File: config.mk
export PLATFORM = sky130hd
export DESIGN_NAME = sram_bank_pwr_ctrl_flat
export DESIGN_NICKNAME = d
export VERILOG_FILES = /design/src/rtl/sram_bank_pwr_ctrl_if.sv /design/src/rtl/sram_bank_pwr_ctrl.sv /design/src/flat_wrapper.sv
export SDC_FILE = /design/constraint.sdc
export NUM_CORES = 1
export LEC_CHECK = 0
export ABC_AREA = 1
export CORE_ASPECT_RATIO = 1.25
export CORE_MARGIN = 2
export CORE_UTILIZATION = 29
export DETAILED_ROUTE_END_ITERATION = 8
export HOLD_SLACK_MARGIN = 0.02
export PLACE_DENSITY_LB_ADDON = 0.1
export SETUP_SLACK_MARGIN = 0.1
export SLEW_MARGIN = 20
export SYNTH_ARGS = -nofsm -noshare
export SYNTH_HDL_FRONTEND = slang
export SYNTH_SLANG_ARGS = --single-unit
File: constraint.sdc
create_clock -name clk_i -period 2.36 [get_ports clk_i]
set_clock_uncertainty 0.1 [all_clocks]
set_input_delay 0.472 -clock clk_i [delete_from_list [all_inputs] [get_ports clk_i]]
set_output_delay 0.472 -clock clk_i [all_outputs]
set_load 0.01 [all_outputs]
File: src/rtl/sram_bank_pwr_ctrl_if.sv
// OBI requester-side bundle between the bus/crossbar and one bank power controller.
interface sram_bank_pwr_ctrl_if;
    logic        req;
    logic        we;
    logic [3:0]  be;
    logic [31:0] addr;
    logic [31:0] wdata;
    logic        gnt;
    logic        rvalid;
    logic [31:0] rdata;

    modport master (output req, we, be, addr, wdata, input gnt, rvalid, rdata);
    modport slave  (input req, we, be, addr, wdata, output gnt, rvalid, rdata);
endinterface

File: src/rtl/sram_bank_pwr_ctrl.sv
// Per-bank SRAM power sequencer: forwards OBI traffic, auto-gates after idle, wakes on demand.
// Define SRAM_PWR_RETENTION_EN to sleep in retention instead of power-off.
//
// state       | meaning
// ACTIVE      | bank on, requests forwarded and granted combinationally
// GATE_REQ    | low-power entry requested, waiting for the bank to confirm
// OFF         | bank gated (or retained), waiting for a request or pg_en_i low
// WAKE_REQ    | power restored, waiting for the bank ack
// WAKE_SETTLE | bank powered, counting settle cycles before the first grant
module sram_bank_pwr_ctrl #(
    parameter int unsigned IDLE_CYCLES = 64,
    parameter int unsigned WAKE_CYCLES = 4,
    parameter int unsigned CNT_W       = 16
) (
    input  logic                 clk_i,
    input  logic                 rst_ni,
    sram_bank_pwr_ctrl_if.slave  bus,
    output logic                 ram_req_o,
    output logic                 ram_we_o,
    output logic [3:0]           ram_be_o,
    output logic [31:0]          ram_addr_o,
    output logic [31:0]          ram_wdata_o,
    input  logic [31:0]          ram_rdata_i,
    input  logic                 pg_en_i,
    output logic                 pwrgate_no,
    input  logic                 pwrgate_ack_ni,
    output logic                 set_retentive_no,
    output logic                 gated_o,
    output logic [2:0]           state_o
);

    typedef enum logic [2:0] {
        ACTIVE      = 3'd0,
        GATE_REQ    = 3'd1,
        OFF         = 3'd2,
        WAKE_REQ    = 3'd3,
        WAKE_SETTLE = 3'd4
    } state_t;

    localparam bit             GATE_EN   = (IDLE_CYCLES != 0);
    localparam bit             SETTLE_EN = (WAKE_CYCLES != 0);
    localparam logic [CNT_W-1:0] IDLE_LAST = CNT_W'(GATE_EN ? IDLE_CYCLES - 1 : 0);
    localparam logic [CNT_W-1:0] WAKE_LAST = CNT_W'(SETTLE_EN ? WAKE_CYCLES - 1 : 0);
    localparam logic [CNT_W-1:0] CNT_MAX   = '1;

    state_t           state_q, state_d;
    logic [CNT_W-1:0] idle_q, idle_d;
    logic [CNT_W-1:0] settle_q, settle_d;
    logic             rvalid_q;
    logic             gnt;
    logic             idle_cyc;
    logic             wake_done;

`ifdef SRAM_PWR_RETENTION_EN
    logic unused_ack;
    assign unused_ack = pwrgate_ack_ni;
`endif

    always_ff @(posedge clk_i or negedge rst_ni) begin
        if (!rst_ni) begin
            state_q  <= ACTIVE;
            idle_q   <= '0;
            settle_q <= '0;
            rvalid_q <= 1'b0;
        end else begin
            state_q  <= state_d;
            idle_q   <= idle_d;
            settle_q <= settle_d;
            rvalid_q <= gnt;
        end
    end

    always_comb begin
        state_d          = state_q;
        idle_d           = idle_q;
        settle_d         = settle_q;
        gnt              = 1'b0;
        pwrgate_no       = 1'b1;
        set_retentive_no = 1'b1;
        gated_o          = 1'b0;
        wake_done        = 1'b0;
        idle_cyc         = !bus.req && !rvalid_q;

        case (state_q)
            ACTIVE: begin
                gnt = bus.req;
                if (!idle_cyc) begin
                    idle_d = '0;
                end else if (GATE_EN && pg_en_i && idle_q >= IDLE_LAST) begin
                    state_d = GATE_REQ;
                    idle_d  = '0;
                end else if (idle_q != CNT_MAX) begin
                    idle_d = idle_q + 1'b1;
                end
            end
            GATE_REQ: begin
`ifdef SRAM_PWR_RETENTION_EN
                set_retentive_no = 1'b0;
                state_d          = OFF;
`else
                pwrgate_no = 1'b0;
                if (!pwrgate_ack_ni) state_d = OFF;
`endif
            end
            OFF: begin
                gated_o = 1'b1;
`ifdef SRAM_PWR_RETENTION_EN
                set_retentive_no = 1'b0;
`else
                pwrgate_no = 1'b0;
`endif
                if (bus.req || !pg_en_i) state_d = WAKE_REQ;
            end
            WAKE_REQ: begin
                settle_d = '0;
`ifdef SRAM_PWR_RETENTION_EN
                set_retentive_no = 1'b0;
                wake_done        = 1'b1;
`else
                wake_done = !pwrgate_ack_ni ? 1'b0 : 1'b1;
`endif
                if (wake_done) begin
                    state_d = SETTLE_EN ? WAKE_SETTLE : ACTIVE;
                    idle_d  = '0;
                end
            end
            WAKE_SETTLE: begin
                if (settle_q >= WAKE_LAST) begin
                    state_d  = ACTIVE;
                    idle_d   = '0;
                    settle_d = '0;
                end else if (settle_q != CNT_MAX) begin
                    settle_d = settle_q + 1'b1;
                end
            end
            default: state_d = ACTIVE;
        endcase
    end

    // Request fields pass straight through; only the strobe is gated by state.
    assign ram_req_o   = gnt;
    assign ram_we_o    = bus.we;
    assign ram_be_o    = bus.be;
    assign ram_addr_o  = bus.addr;
    assign ram_wdata_o = bus.wdata;

    assign bus.gnt    = gnt;
    assign bus.rvalid = rvalid_q;
    assign bus.rdata  = ram_rdata_i;
    assign state_o    = state_q;

endmodule
File: src/flat_wrapper.sv
// flat-port wrapper written by rule: the top's interface ports become plain ports
module sram_bank_pwr_ctrl_flat 
#(
    parameter int unsigned IDLE_CYCLES = 64,
    parameter int unsigned WAKE_CYCLES = 4,
    parameter int unsigned CNT_W       = 16
)
  (clk_i, rst_ni, ram_req_o, ram_we_o, ram_be_o, ram_addr_o, ram_wdata_o, ram_rdata_i, pg_en_i, pwrgate_no, pwrgate_ack_ni, set_retentive_no, gated_o, state_o, bus_req, bus_we, bus_be, bus_addr, bus_wdata, bus_gnt, bus_rvalid, bus_rdata);
  sram_bank_pwr_ctrl_if bus_i ();
  input  logic clk_i;
  input  logic rst_ni;
  output logic ram_req_o;
  output logic ram_we_o;
  output logic [3:0] ram_be_o;
  output logic [31:0] ram_addr_o;
  output logic [31:0] ram_wdata_o;
  input  logic [31:0] ram_rdata_i;
  input  logic pg_en_i;
  output logic pwrgate_no;
  input  logic pwrgate_ack_ni;
  output logic set_retentive_no;
  output logic gated_o;
  output logic [2:0] state_o;
  input wire logic [$bits(bus_i.req)-1:0] bus_req;
  input wire logic [$bits(bus_i.we)-1:0] bus_we;
  input wire logic [$bits(bus_i.be)-1:0] bus_be;
  input wire logic [$bits(bus_i.addr)-1:0] bus_addr;
  input wire logic [$bits(bus_i.wdata)-1:0] bus_wdata;
  output wire logic [$bits(bus_i.gnt)-1:0] bus_gnt;
  output wire logic [$bits(bus_i.rvalid)-1:0] bus_rvalid;
  output wire logic [$bits(bus_i.rdata)-1:0] bus_rdata;
  assign bus_i.req = bus_req;
  assign bus_i.we = bus_we;
  assign bus_i.be = bus_be;
  assign bus_i.addr = bus_addr;
  assign bus_i.wdata = bus_wdata;
  assign bus_gnt = bus_i.gnt;
  assign bus_rvalid = bus_i.rvalid;
  assign bus_rdata = bus_i.rdata;
  sram_bank_pwr_ctrl #(.IDLE_CYCLES(IDLE_CYCLES), .WAKE_CYCLES(WAKE_CYCLES), .CNT_W(CNT_W)) u_core (.clk_i(clk_i), .rst_ni(rst_ni), .bus(bus_i), .ram_req_o(ram_req_o), .ram_we_o(ram_we_o), .ram_be_o(ram_be_o), .ram_addr_o(ram_addr_o), .ram_wdata_o(ram_wdata_o), .ram_rdata_i(ram_rdata_i), .pg_en_i(pg_en_i), .pwrgate_no(pwrgate_no), .pwrgate_ack_ni(pwrgate_ack_ni), .set_retentive_no(set_retentive_no), .gated_o(gated_o), .state_o(state_o));
endmodule
==> results.cfg, run 1 <==
[pwr]
p_leak_nw = 1.26
switching_share_pct = 24.1
p_per_area_nw_per_um2 = 522
p_comb_share_pct = 3.6
p_sw_uw = 327
seqPwrFrac_pct = 45.8
p_clk_share_pct = 50.6
max-vdd-ir-drop_uv = 363
internal_power_mw = 1.03

[cells_and_area]
stdcell_count = 458
diodes = 0
design_area_um2 = 2600
layout_commonest_cell = nand2_1
layout_common_cells = 88 x nand2_1, 67 x nor2_1, 40 x inv_1
drive_above_1_share_pct = 9.34
area_growth_syn_to_layout_pct = -10.4
final_nets = 439

[floorplanning]
die-area_um2 = 10800
die_w_um = 93.5
placementRows = 40
die_y_um = 116
ioPinCount = 216
coreArea_um2 = 9660
start_util_pct = 30.0

[sta]
tns_ns = 0
fmax_mhz = 462
fin_ws_ns = 0.198
setup_viol = 0
period_needed_ns = 2.16
holdWs_ns = 0.128
hold_viol = 0
grt_setup_unrepaired = false
finalCritPeriodShare_pct = 91.6
report.final.slew_viol_count = 0

[clocking]
h-tree-depth = 2
clock-sinks = 36
cts_tree = done
root_buffer = clkbuf_16
clkTransAtPathRegs_ns = 0.06
post_cts_buffers = 0
clock_tree.buffer_depth = 2
clk_latency_ns = 0.29
numCtsBuffers = 5

[synthesis]
synthMuxAreaShare_pct = 0
netlist.top_cell.by_area = dfrtp_1
ys_async_sr_fraction_pct = 100
syn_nets = 520
ys_ff_latch = 36
yosys.area_share.simple_pct = 32.0
syn_area_um2 = 2900
synth_top_cell_area_share_pct = 31.0
ys_seq_area_share_pct = 31.0
yosysWarnings = 0
post_synth_xor_area_fraction_pct = 1.21
synth_top_family_by_area = buffers and inverters
synth.top_cells.by_area = dfrtp_1 31%, buf_4 27%, nand2_1 11%, nor2_1 8.7%, inv_1 5.2%
synth_edf_count = 0
ys.flop_type = dfrtp_1
synth_fa_ha_area_share_pct = 0.862
synth_compound_area_share_pct = 1.47
ys_types = 26
synthCells = 412
synth_area_per_cell_um2 = 7.04

[critical_path]
worstPathRequired_ns = 1.79
timing.rr.start = u_core.idle_q[1]$_DFFE_PN0P_
crit_path_start_kind = primary input
critPathMaxFanout = 3
crit_path_end_kind = output pin
r2r-end = u_core.idle_q[5]$_DFFE_PN0P_
reg2regPathDepth = 12
path_class = primary input to output pin
arrival_ns = 1.59
r2r_setup_slack_ns = 0.40

[place]
dp.cells = 450
pre_cts_ws_ns = -0.0741
place_congestion = 0.771
placed_cell_area_um2 = 2450
portBuffers = 12
place_hpwl_um = 4650

[routing]
via_per_inst = 4.39
route.detailed.drc = 0
vias = 2012
drtAntennaViolNets = 0
dr.first_iter.drc_count = 85
wirelength_um = 6520
wl_per_cell_um = 14.2
first_pass_iters = 4

[run_status]
status = finished, final reports clean

[global_route]
grt_pass1_vias = 2079
antenna_found_initial = 0
grt_pass1_wl_um = 10600
grt_max_degree = 37
grt_remaining_overflow = 0
gr-usage-all-layers_pct = 12.8

[hold_path]
hp-class = primary input to asynchronous set/reset pin

[run]
cap_violations = 0
-- layout make-up --
type | instances | area (µm²)
tap | 126 | 158
clock inverter | 3 | 23.8
inverter | 41 | 154
fill | 1104 | 7060
clock buffer | 5 | 125
multi-input combinational | 226 | 1030
timing repair buffer | 21 | 205
sequential | 36 | 901
-- per-stage QoR --
stage	power (mW)	utilization (%)
3_5_place_dp	0.685	25.4
2_1_floorplan	0.826	-
6_report	1.36	26.9
5_1_grt	1.41	26.9
3_3_place_gp	0.685	25.4
4_1_cts	1.39	26.9
-- worst max-delay path: stages --
cell,delay [ns]
clkdlybuf4s50_1,0.48
inv_1,0.06
nor3_1,0.16
buf_4,0.15
dlygate4sd2_1,0.27
-- layer usage --
metal,vias up,GRT usage (%),share of wire (%)
li1,1000,-,-
met1,907,13.7,40
met2,52,21.3,47
met3,53,3.38,5.8
met4,0,9.71,7.2
met5,-,0,0
-- worst max path at each step --
| stage | start | end | slack, ns | depth (start not counted) |
|---|---|---|---|---|
| 2_1_floorplan | u_core.idle_q[0]$_DFFE_PN0P_ | u_core.idle_q[0]$_DFFE_PN0P_ | 0.57 | 12 |
| 3_3_place_gp | bus_req | ram_req_o | -0.06 | 5 |
| 3_5_place_dp | bus_req | ram_req_o | -0.07 | 5 |
| 4_1_cts | u_core.state_o[2]$_DFFE_PN0P_ | gated_o | 0.18 | 4 |
| 5_1_grt | u_core.state_o[2]$_DFFE_PN0P_ | gated_o | 0.11 | 4 |
| 6_report | bus_req | bus_gnt | 0.20 | 5 |
-- cells by family (layout without fill, tap and decap cells) --
logic type / count (synthesis) / count (layout)
AND/OR/NAND/NOR: 211 / 211
adder cells (fa/ha/maj): 2 / 2
XOR/XNOR: 4 / 4
other: 1 / 1
buffers and inverters: 150 / 70
AO/OA/AOI/OAI: 8 / 8
flip-flops: 36 / 36
-- sequential cells by signal (all words and copies together), names as in the netlist --
signal / count
u_core.settle_q: 16
u_core.bus.rvalid: 1
u_core.idle_q: 16
u_core.state_o: 3
-- power by group through the flow --
stage          Clock, mW  Sequential [mW]  Combinational, mW
3_3_place_gp           0            0.633             0.0521
2_1_floorplan          0            0.634              0.192
5_1_grt            0.737            0.622             0.0557
6_report           0.687            0.622             0.0484
3_5_place_dp           0            0.633             0.0522
4_1_cts            0.714            0.621             0.0509
-- synth_stat cells, drive strengths merged, types with 2 or more instances --
library cell,number
buf,108
nand2,93
nor2,72
inv,41
dfrtp,36
nand3,26
nand4,15
o21ai,7
nand3b,3
xor2,3
ha,2
-- repair_timing --
item	in CTS	in global routing
setup endpoints to repair	2	0
resized for setup	2	0
hold buffers	0	0
No activity file was read; power rests on OpenSTA's default activity.
==> run 2: changes to the inputs <==
- GPL_ROUTABILITY_DRIVEN: not set -> 0
==> results of run 2 <==
Final layout, timing and power as in run 1 (identical DEF).
==> run 3: changes to the inputs <==
- PLACE_DENSITY_LB_ADDON: 0.1 -> 0.08
==> run 3 against run 2 <==
  * Non-clock buffer count increased by 1
  * Routed wire length decreased by 6.4%
  * Power up 8.2%
  * Fmax rose by 0.51%
  * Sequential power about the same
  * Critical path depth down 1
  * Worst hold slack barely moved
  * Global-route usage shrank 0.67 points
  * Combinational power fell by 3%
  * Critical path type is now register to output pin
==> results.cfg, run 3 (synthesis results as in run 1) <==
[place]
portBuffers = 12
place_hpwl_um = 4270
dp.cells = 451
pre_cts_ws_ns = -0.108
placed_cell_area_um2 = 2450

[clocking]
root_buffer = clkbuf_16
numCtsBuffers = 5
clock_tree.buffer_depth = 2
cts_hold_buf = 0
clk_latency_ns = 0.29
clock-sinks = 36
clkTransAtPathRegs_ns = 0.06
h-tree-depth = 2
cts_tree = done
post_cts_buffers = 0

[routing]
dr.first_iter.drc_count = 79
drtAntennaViolNets = 0
first_pass_iters = 4
wl_per_cell_um = 13.3
via_per_inst = 4.28
route.detailed.drc = 0
vias = 1963
wirelength_um = 6100

[sta]
period_needed_ns = 2.15
report.final.slew_viol_count = 0
hold_viol = 0
finalCritPeriodShare_pct = 91.2
fin_ws_ns = 0.209
grt_setup_unrepaired = false
tns_ns = 0
setup_viol = 0
fmax_mhz = 465

[floorplanning]
die-area_um2 = 10800
coreArea_um2 = 9660
ioPinCount = 216
start_util_pct = 30.0
die_w_um = 93.5
placementRows = 40
die_y_um = 116

[critical_path]
path_class = register to output pin
timing.rr.start = u_core.idle_q[1]$_DFFE_PN0P_
reg2regPathDepth = 10
crit_path_start_kind = register
critPathMaxFanout = 5
worstPathRequired_ns = 1.79
crit_path_end_kind = output pin
arrival_ns = 1.58
r2r_setup_slack_ns = 0.40
r2r-end = u_core.idle_q[6]$_DFFE_PN0P_

[pwr]
p_leak_nw = 1.27
p_per_area_nw_per_um2 = 560
max-vdd-ir-drop_uv = 225

[global_route]
antenna_found_initial = 0
grt_max_degree = 37
grt_pass1_wl_um = 10300
grt_pass1_vias = 2019
gr-usage-all-layers_pct = 12.1
grt_remaining_overflow = 0

[run]
cap_violations = 0

[cells_and_area]
drive_above_1_share_pct = 9.91
layout_common_cells = 88 x nand2_1, 67 x nor2_1, 40 x inv_1
design_area_um2 = 2620
area_growth_syn_to_layout_pct = -9.62
diodes = 0
fin_util_pct = 27.2
fill_cells = 1078
stdcell_count = 459
layout_commonest_cell = nand2_1
final_nets = 440

[run_status]
status = finished, final reports clean

[hold_path]
hp-class = primary input to asynchronous set/reset pin
run 3: per-layer routing:
layer  track usage, %  wire length [µm]  vias to the layer above
met4             5.20               124                        0
met1             13.7              2570                      887
li1                 -                 -                     1003
met5                0                 0                        -
met2             21.3              3120                       50
met3             3.32               289                       23
run 3: final cells by class:
| class | count | area (µm²) | area share (%) |
|---|---|---|---|
| clock inverter | 3 | 46.3 | 1.77 |
| tap | 126 | 158 | 6.01 |
| timing repair buffer | 22 | 200 | 7.63 |
| sequential | 36 | 901 | 34.4 |
| multi-input combinational | 226 | 1040 | 39.6 |
| inverter | 41 | 154 | 5.87 |
| clock buffer | 5 | 125 | 4.77 |
run 3: worst max path at each step:
stage                                             start                      endpoint
after floorplan            u_core.idle_q[0]$_DFFE_PN0P_  u_core.idle_q[0]$_DFFE_PN0P_
after CTS                 u_core.state_o[2]$_DFFE_PN0P_                       gated_o
after detailed placement                        bus_req                       bus_gnt
final                     u_core.state_o[2]$_DFFE_PN0P_                       gated_o
after global placement                          bus_req                       bus_gnt
after global routing      u_core.state_o[2]$_DFFE_PN0P_                    pwrgate_no
run 3: repair_timing:
action,4_1_cts,5_1_grt
endpoints found under the hold margin,0,0
endpoints found under the setup margin,2,0
gates resized for setup,3,0
run 3: worst max-delay path, stage by stage (launching register included):
cell and delay [ns]:
dfrtp_1 0.44, nor2_1 0.16, nand2_1 0.09, inv_1 0.08, clkdlybuf4s50_1 0.53
run 3: stage by stage:
stage	hold slack, ns	power (mW)
3_3_place_gp	0.374	0.683
6_report	0.129	1.47
4_1_cts	0.160	1.50
3_5_place_dp	0.381	0.683
2_1_floorplan	0.0764	0.826
5_1_grt	0.172	1.52
run 3: power by group:
group	internal, mW	leakage (nW)	switching (mW)
Combinational	0.0165	0.691	0.0303
Sequential	0.619	0.500	0.00190
Clock	0.503	0.0804	0.298
Total	1.14	1.27	0.330
